$ cat config.mk
export PLATFORM = sky130hd
export DESIGN_NAME = regfile_writeback_queue_flat
export DESIGN_NICKNAME = d
export VERILOG_FILES = /design/src/rtl/regfile_writeback_queue_if.sv /design/src/rtl/regfile_writeback_queue.sv /design/src/flat_wrapper.sv
export SDC_FILE = /design/constraint.sdc
export NUM_CORES = 1
export LEC_CHECK = 0
export BUFFER_PORTS_ARGS = -buffer_cell sky130_fd_sc_hd__buf_2
export CORE_MARGIN = 5
export CORE_UTILIZATION = 51
export DETAILED_ROUTE_END_ITERATION = 12
export PLACE_DENSITY_LB_ADDON = 0.25
export SETUP_SLACK_MARGIN = 0.02
export SLEW_MARGIN = 0
export SYNTH_ARGS = -nofsm -noshare
export SYNTH_HDL_FRONTEND = slang
export SYNTH_SLANG_ARGS = --single-unit
$ cat constraint.sdc
create_clock -name Clk -period 2.8 [get_ports Clk]
set_input_delay 0.14 -clock Clk [delete_from_list [all_inputs] [get_ports Clk]]
set_output_delay 0.14 -clock Clk [all_outputs]
set_load 0.005 [all_outputs]
$ cat src/rtl/regfile_writeback_queue_if.sv
// Bundle of request, register-file write port and bypass lookup signals
// shared between the writeback queue and whatever drives/consumes it.
interface regfile_writeback_queue_if #(
  parameter int WIDTH = 32,
  parameter int DEPTH = 4
);
  localparam int CNT_W = $clog2(DEPTH) + 1;

  logic             InValid;
  logic             InReady;
  logic [4:0]       InRegister;
  logic [WIDTH-1:0] InData;
  logic             DrainEnable;
  logic [4:0]       WriteRegister;
  logic [WIDTH-1:0] WriteData;
  logic             RegWrite;
  logic [4:0]       LookupRegister1;
  logic             Hit1;
  logic [WIDTH-1:0] HitData1;
  logic [4:0]       LookupRegister2;
  logic             Hit2;
  logic [WIDTH-1:0] HitData2;
  logic [CNT_W-1:0] Count;

  modport master (
    output InValid, InRegister, InData, DrainEnable,
           LookupRegister1, LookupRegister2,
    input  InReady, WriteRegister, WriteData, RegWrite,
           Hit1, HitData1, Hit2, HitData2, Count
  );

  modport slave (
    input  InValid, InRegister, InData, DrainEnable,
           LookupRegister1, LookupRegister2,
    output InReady, WriteRegister, WriteData, RegWrite,
           Hit1, HitData1, Hit2, HitData2, Count
  );
endinterface

$ cat src/rtl/regfile_writeback_queue.sv
// In-order write buffer in front of the register file write port. Requests are
// queued, drained one per cycle when the write port is free, and pending values
// are exposed through two bypass lookups (youngest matching entry wins).
module regfile_writeback_queue #(
  parameter int DEPTH = 4,
  parameter int WIDTH = 32
) (
  input logic                      Clk,
  input logic                      Reset,
  regfile_writeback_queue_if.slave bus
);
  localparam int PTR_W = $clog2(DEPTH);
  localparam int CNT_W = PTR_W + 1;

  logic [PTR_W-1:0] head_q, head_d;
  logic [PTR_W-1:0] tail_q, tail_d;
  logic [CNT_W-1:0] count_q, count_d;
  logic [4:0]       reg_q  [DEPTH];
  logic [4:0]       reg_d  [DEPTH];
  logic [WIDTH-1:0] data_q [DEPTH];
  logic [WIDTH-1:0] data_d [DEPTH];

  logic             occupied;
  logic             full;
  logic             accept;
  logic             store;
  logic             pop;

  logic             hit1, hit2;
  logic [WIDTH-1:0] hit_data1, hit_data2;
  logic [PTR_W-1:0] lookup_idx;

  // Handshake qualifiers depend only on registered occupancy; register 0 is dropped
  always_comb begin
    occupied = (count_q != '0);
    full     = (count_q == CNT_W'(DEPTH));
    accept   = bus.InValid & ~full;
    store    = accept & (bus.InRegister != 5'd0);
    pop      = bus.DrainEnable & occupied;
  end

  // Next-state: store at tail, pop at head, occupancy follows the pair
  always_comb begin
    head_d  = head_q;
    tail_d  = tail_q;
    count_d = count_q;
    reg_d   = reg_q;
    data_d  = data_q;
    if (store) begin
      reg_d[tail_q]  = bus.InRegister;
      data_d[tail_q] = bus.InData;
      tail_d         = tail_q + PTR_W'(1);
    end
    if (pop) begin
      head_d = head_q + PTR_W'(1);
    end
    if (store && !pop) begin
      count_d = count_q + CNT_W'(1);
    end else if (!store && pop) begin
      count_d = count_q - CNT_W'(1);
    end
  end

  // State register; reset discards every pending entry
  always_ff @(posedge Clk) begin
    if (Reset) begin
      head_q  <= '0;
      tail_q  <= '0;
      count_q <= '0;
      for (int i = 0; i < DEPTH; i++) begin
        reg_q[i]  <= '0;
        data_q[i] <= '0;
      end
    end else begin
      head_q  <= head_d;
      tail_q  <= tail_d;
      count_q <= count_d;
      reg_q   <= reg_d;
      data_q  <= data_d;
    end
  end

  // Bypass lookups walk oldest to youngest so the youngest match overrides
  always_comb begin
    hit1       = 1'b0;
    hit2       = 1'b0;
    hit_data1  = '0;
    hit_data2  = '0;
    lookup_idx = '0;
    for (int i = 0; i < DEPTH; i++) begin
      lookup_idx = head_q + PTR_W'(i);
      if (CNT_W'(i) < count_q) begin
        if ((bus.LookupRegister1 != 5'd0) && (reg_q[lookup_idx] == bus.LookupRegister1)) begin
          hit1      = 1'b1;
          hit_data1 = data_q[lookup_idx];
        end
        if ((bus.LookupRegister2 != 5'd0) && (reg_q[lookup_idx] == bus.LookupRegister2)) begin
          hit2      = 1'b1;
          hit_data2 = data_q[lookup_idx];
        end
      end
    end
  end

  assign bus.InReady       = ~full;
  assign bus.RegWrite      = pop;
  assign bus.WriteRegister = occupied ? reg_q[head_q]  : 5'd0;
  assign bus.WriteData     = occupied ? data_q[head_q] : '0;
  assign bus.Hit1          = hit1;
  assign bus.HitData1      = hit_data1;
  assign bus.Hit2          = hit2;
  assign bus.HitData2      = hit_data2;
  assign bus.Count         = count_q;
endmodule

$ cat src/flat_wrapper.sv
// flat-port wrapper written by rule: the top's interface ports become plain ports
module regfile_writeback_queue_flat 
#(
  parameter int DEPTH = 4,
  parameter int WIDTH = 32
)
  (Clk, Reset, bus_InValid, bus_InRegister, bus_InData, bus_DrainEnable, bus_LookupRegister1, bus_LookupRegister2, bus_InReady, bus_WriteRegister, bus_WriteData, bus_RegWrite, bus_Hit1, bus_HitData1, bus_Hit2, bus_HitData2, bus_Count);
  regfile_writeback_queue_if #(.WIDTH(WIDTH), .DEPTH(DEPTH)) bus_i ();
  input logic Clk;
  input logic Reset;
  input wire logic [$bits(bus_i.InValid)-1:0] bus_InValid;
  input wire logic [$bits(bus_i.InRegister)-1:0] bus_InRegister;
  input wire logic [$bits(bus_i.InData)-1:0] bus_InData;
  input wire logic [$bits(bus_i.DrainEnable)-1:0] bus_DrainEnable;
  input wire logic [$bits(bus_i.LookupRegister1)-1:0] bus_LookupRegister1;
  input wire logic [$bits(bus_i.LookupRegister2)-1:0] bus_LookupRegister2;
  output wire logic [$bits(bus_i.InReady)-1:0] bus_InReady;
  output wire logic [$bits(bus_i.WriteRegister)-1:0] bus_WriteRegister;
  output wire logic [$bits(bus_i.WriteData)-1:0] bus_WriteData;
  output wire logic [$bits(bus_i.RegWrite)-1:0] bus_RegWrite;
  output wire logic [$bits(bus_i.Hit1)-1:0] bus_Hit1;
  output wire logic [$bits(bus_i.HitData1)-1:0] bus_HitData1;
  output wire logic [$bits(bus_i.Hit2)-1:0] bus_Hit2;
  output wire logic [$bits(bus_i.HitData2)-1:0] bus_HitData2;
  output wire logic [$bits(bus_i.Count)-1:0] bus_Count;
  assign bus_i.InValid = bus_InValid;
  assign bus_i.InRegister = bus_InRegister;
  assign bus_i.InData = bus_InData;
  assign bus_i.DrainEnable = bus_DrainEnable;
  assign bus_i.LookupRegister1 = bus_LookupRegister1;
  assign bus_i.LookupRegister2 = bus_LookupRegister2;
  assign bus_InReady = bus_i.InReady;
  assign bus_WriteRegister = bus_i.WriteRegister;
  assign bus_WriteData = bus_i.WriteData;
  assign bus_RegWrite = bus_i.RegWrite;
  assign bus_Hit1 = bus_i.Hit1;
  assign bus_HitData1 = bus_i.HitData1;
  assign bus_Hit2 = bus_i.Hit2;
  assign bus_HitData2 = bus_i.HitData2;
  assign bus_Count = bus_i.Count;
  regfile_writeback_queue #(.DEPTH(DEPTH), .WIDTH(WIDTH)) u_core (.Clk(Clk), .Reset(Reset), .bus(bus_i));
endmodule
# After elaboration in Yosys (flattened, before gate mapping)
# Index checks and enable logic that the tools add are counted.
# word_totals
regBits	155
out_inout_bits	108
input_bits	51
# op_classes
eq_ne	9
order_cmp	10
mux	66
bitwise_logic	9
reduce_logical	18
n_addsub	6
# ops
operator	n
$mux 32	26
$bmux 32 s2	4
$bwmux 128	1
$demux 32 s2	1
$mux 5	10
$bmux 5 s2	4
$eq 5x5->1	8
$bwmux 20	1
$mux 1	16
$ge 3x3->1 const B	5
$not 2->3	5
$reduce_bool 5->1	3
$logic_and 1x1->1	11
$demux 5 s2	1
$lt 1x3->1 const A	2
$lt 2x3->1 const A	2
$mux 3	2
$add 2x1->2 const B	2
$add 2x2->2 const B	2
$add 3x1->3 const B	1
$and 1x1->1	3
$eq 3x3->1 const B	1
$lt 3x1->1 const B	1
$reduce_bool 3->1	1
other kinds (4)	5

# Depth between registers and ports, before layout
# depth
depth_word	14
mapped_depth	13

# Worst setup path after synthesis
# No wires, ideal clock.
# synth_timing
path_type	register to output
from	register u_core.head_q[0]
to	output bus_HitData2[10]
required_ns	2.660
t_arrival_ns	2.408
slack_ns	0.252
path_stages_with_launch	13
cell_sequence	dfxtp_1 > buf_6 > buf_12 > buf_6 > buf_6 > mux4_2 > xnor2_1 > nor2_1 > clkbuf_4 > nand3_1 > mux2i_1 > nand2_1 > a31oi_1
# synth_via
elab_chain_len	14
word_cells_on_any_way	47
classes_between	add/sub: 3; eq/ne: 4; mux: 32; bitwise: 4; reduce/logical: 4
# synth_rtl
element	line_no	text
start, declared	regfile_writeback_queue.sv:15	logic [PTR_W-1:0] head_q, head_d;
start signal, assigned	regfile_writeback_queue.sv:67	head_q <= '0;
start signal, assigned	regfile_writeback_queue.sv:75	head_q <= head_d;
parallel branches: the longest is 13 deep, another holds $add 2x1->2	-	
$mux 32 *	regfile_writeback_queue.sv:92	if (CNT_W'(i) < count_q) begin
end, declared	flat_wrapper.sv:24	output wire logic [$bits(bus_i.HitData2)-1:0] bus_HitData2;
# Mark *: on every way between the ends. The select of a mux whose other input is x is not followed.

# Final worst setup path
# layout_timing
from	register u_core.head_q[0]
to	output bus_HitData2[24]
# Same word-level chain as after synthesis.

==> impl_results.md <==
* Die height at 167 µm
* Clock sink count at 155
* Worst Setup Slack, final at -0.560 ns
* Drt drc at 0
* Leak pwr at 0.00732 µW
* Share of layout cells above drive strength 1 at 30.0%
* Hold WS at 0.0333 ns
* GRT busiest layer: met2
* Least-Margin Pin Slew at between 0.8 and 0.9 ns
* Pin count of the biggest net entering global routing at 89
* Vias in the first global route at around 13000
* Initial antenna violation count at 0
* Final hold violations at 0
* Fmax at 298 MHz
* Status: finished with violations
* Crit path time final at 3.36 ns
* Hpwl dp at 30.2 mm
* CTS tree: yes
* Synth Register Bits at 155
* Peak supply drop at around 0.48 mV
* 1st-pass router iterations at 6
* CP max-delay cell: mux4_2
* Cells after Synth at 1775
* Relative slew slack at a little under half
* Global route total overflow at 0
* Power, Total at 10700 µW
* Routed wire length at between 40 and 50 mm
* Worst EP arrival at between 3 and 4 ns
* Number of vias per cell at 5.99
* Final setup viols at 66
* Wire per inst at 19.3 µm
* CP required at 2.66 ns
* Setup WS pre-CTS at -0.118 ns
* DR iter-0 viols at 1657
* CP cell instances: buf_12 -> mux4_2 -> or3_4 -> a211oi_4 -> buf_12 -> buf_12 -> nand3_1 -> mux2i_1 -> nand2_1 -> a31oi_1 -> buf_2
* Global-route wire length before repair at 67.6 mm
* Routed Antenna Nets at 0
* Pins over their slew limit at 0
* Area growth from synthesis to layout at 33.4%
* Nets@finish at 2066
* RSZ-0062 raised after global routing: true
* Period utilisation layout at 120%
* Clock transition at the registers of the reported paths at 0.07 ns
* Root Driver: clkbuf_16
* CP dominant cell by count: buf_12
* Synthesized cell area at 0.0126 mm²
* # rows at 57
* Total core area at around 0.024 mm²
* DIE AREA at 0.0280 mm²
* CTS buffer count at 17
* H-tree depth at 4
* PwrDens at 636 mW/mm²
* Seq/Total Area, Yosys at roughly a quarter
* Setup TNS at -27.90 ns
* Die W at 167 µm
* Cells after DPL at 2239
* Setup Skew at about 0.011 ns
* Port bufs at 158
* Failing checks: negative setup slack
* Synth Warn # at 0
* Max clock buf depth at 2
* Met2 Use GR at 48.9%
* Final Non-Filler Cells at around 2300
* Crit end category: primary output
* Crit Path Class: reg2out
* Mapped Nets at 1834
* Max Cap Viol at 0
* HP Class: in2reg
* CP Launch Type: register
* Total track usage at 29.1%
* Crit Path Max Fanout at 11
* Gpl congestion at 0.957
* Synth cell types at 51
* Max incr delay on CP at between 0.5 and 0.6 ns
* Clk_lat worst skew at 0.44 ns
* Total number of vias at 14000
* ANT cells at 0
* GR Util met3 at 4.76%
* GR Layer Usage met1 at a little under two fifths
* Mean Syn Cell Area at 7.12 µm²
* IO Count at roughly 160
* Initial Util at 51.9%
==> Yosys cell counts (all sizes together) <==
cell	count	area (µm²)
nor3b	1	18.8
and2	12	75.1
xnor2	24	210
mux2i	119	1190
or4	2	15.0
mux4	10	229
buf	70	413
a21oi	187	936
dfxtp	155	3100
nand2	442	1660
o31ai	32	330
o21a	32	240
a2111oi	1	10.0
nand3b	1	7.51
xor2	18	158
o2111ai	1	8.76
nor3	10	50.1
nand4	1	6.26
o211ai	1	7.51
or3	2	17.5
a221oi	32	468
and4	1	8.76
a221o	1	10.0
a22oi	1	12.5
nor2b	2	12.5
a211oi	5	55.1
clkbuf	84	327
nor4b	1	15.0
ha	8	100
a31oi	34	213
nand3	32	160
mux2	104	1170
inv	40	150
nor2	270	1010
nand2b	1	6.26
o21ai	34	170
nor4	4	52.6
==> layout make-up <==
class	count	area, µm²
Clock inverter	12	165
Multi-Input combinational cell	1426	9300
Clock buffer	19	433
Tap cell	324	405
Sequential cell	155	3110
Timing Repair Buffer	367	3290
Fill cell	1923	7470
Inverter	40	153
==> worst max-delay path, delay by kind of cell, from the launching register on <==
kind	cells	cell delay, ns
mux	2	0.73
buf+inv	4	0.61
simple gates	3	0.56
compound gates	2	0.49
flops	1	0.39
==> where the power goes <==
group,switching (µW),internal (µW)
sequential,232,2440
clock,1020,1410
combinational,3220,2400
==> cells by family after synthesis <==
| logic type | Yosys count | synth area share, % |
|---|---|---|
| mux | 233 | 20.5 |
| flops | 155 | 24.6 |
| buf+inv | 194 | 7.04 |
| compound gates | 361 | 19.5 |
| fa+ha+maj | 8 | 0.793 |
| xor+xnor | 42 | 2.91 |
| simple gates | 782 | 24.7 |
==> routing by layer <==
metal / vias to the layer above / wire [µm]
met4: 0 / 1690
met5: - / 0
met3: 163 / 4160
li1: 6494 / -
met1: 6576 / 18300
met2: 795 / 21100
==> path summary, 6_finish.rpt <==
kind,startpoint,endpoint,slack [ns],cells past startpoint
setup / recovery,u_core.head_q[0],bus_HitData2[24],-0.56,11
hold / removal,bus_InData[1],u_core.data_q[97],0.03,3
setup reg to reg,u_core.bus.Count[0],u_core.data_q[22],0.30,10
hold reg to reg,u_core.data_q[14],u_core.data_q[14],0.47,2
==> state kept, by name, indices dropped and copies added, names as in the netlist <==
signal            flops
u_core.head_q         2
u_core.data_q       128
u_core.reg_q         20
u_core.bus.Count      3
u_core.tail_q         2
==> metrics by stage <==
stage                     util (%)  area, µm²
after global placement        60.2      14600
after detailed placement      60.2      14600
after global routing          69.3      16900
final                         69.3      16900
after floorplan                  -      12600
after CTS                     65.7      16000
==> cells in the final DEF (no fill, tap or decap), types with 7 or more instances in the layout <==
| cell | netlist | routed |
|---|---|---|
| buf_12 | 1 | 47 |
| a221oi_4 | 0 | 11 |
| a21oi_1 | 187 | 187 |
| clkbuf_16 | 0 | 24 |
| buf_2 | 29 | 156 |
| dlygate4sd3_1 | 0 | 36 |
| xor2_1 | 18 | 13 |
| dfxtp_1 | 155 | 153 |
| a221oi_2 | 30 | 21 |
| nand3_1 | 32 | 26 |
| nand2_1 | 442 | 441 |
| inv_1 | 40 | 39 |
| o21ai_0 | 33 | 33 |
| a31oi_1 | 34 | 25 |
| nor2_4 | 0 | 15 |
| mux2i_1 | 119 | 111 |
| nor2_1 | 270 | 248 |
| o31ai_2 | 18 | 17 |
| and2_1 | 12 | 11 |
| ha_1 | 8 | 8 |
| o31ai_1 | 14 | 10 |
| a31oi_2 | 0 | 7 |
| buf_4 | 6 | 92 |
| o21a_1 | 32 | 32 |
| xnor2_1 | 24 | 22 |
| mux2_2 | 104 | 100 |
| mux4_2 | 9 | 10 |
| buf_6 | 10 | 26 |
| nor2_2 | 0 | 7 |
==> what timing repair did <==
item,4_1_cts,5_1_grt
endpoints found under the setup margin,73,80
hold endpoints to repair,135,0
pin swaps,23,46
resized for setup,64,96
buffers inserted,9,22
hold buffers,36,0
gates cloned,0,7
Note: power is estimated with default switching activity, not from simulation.
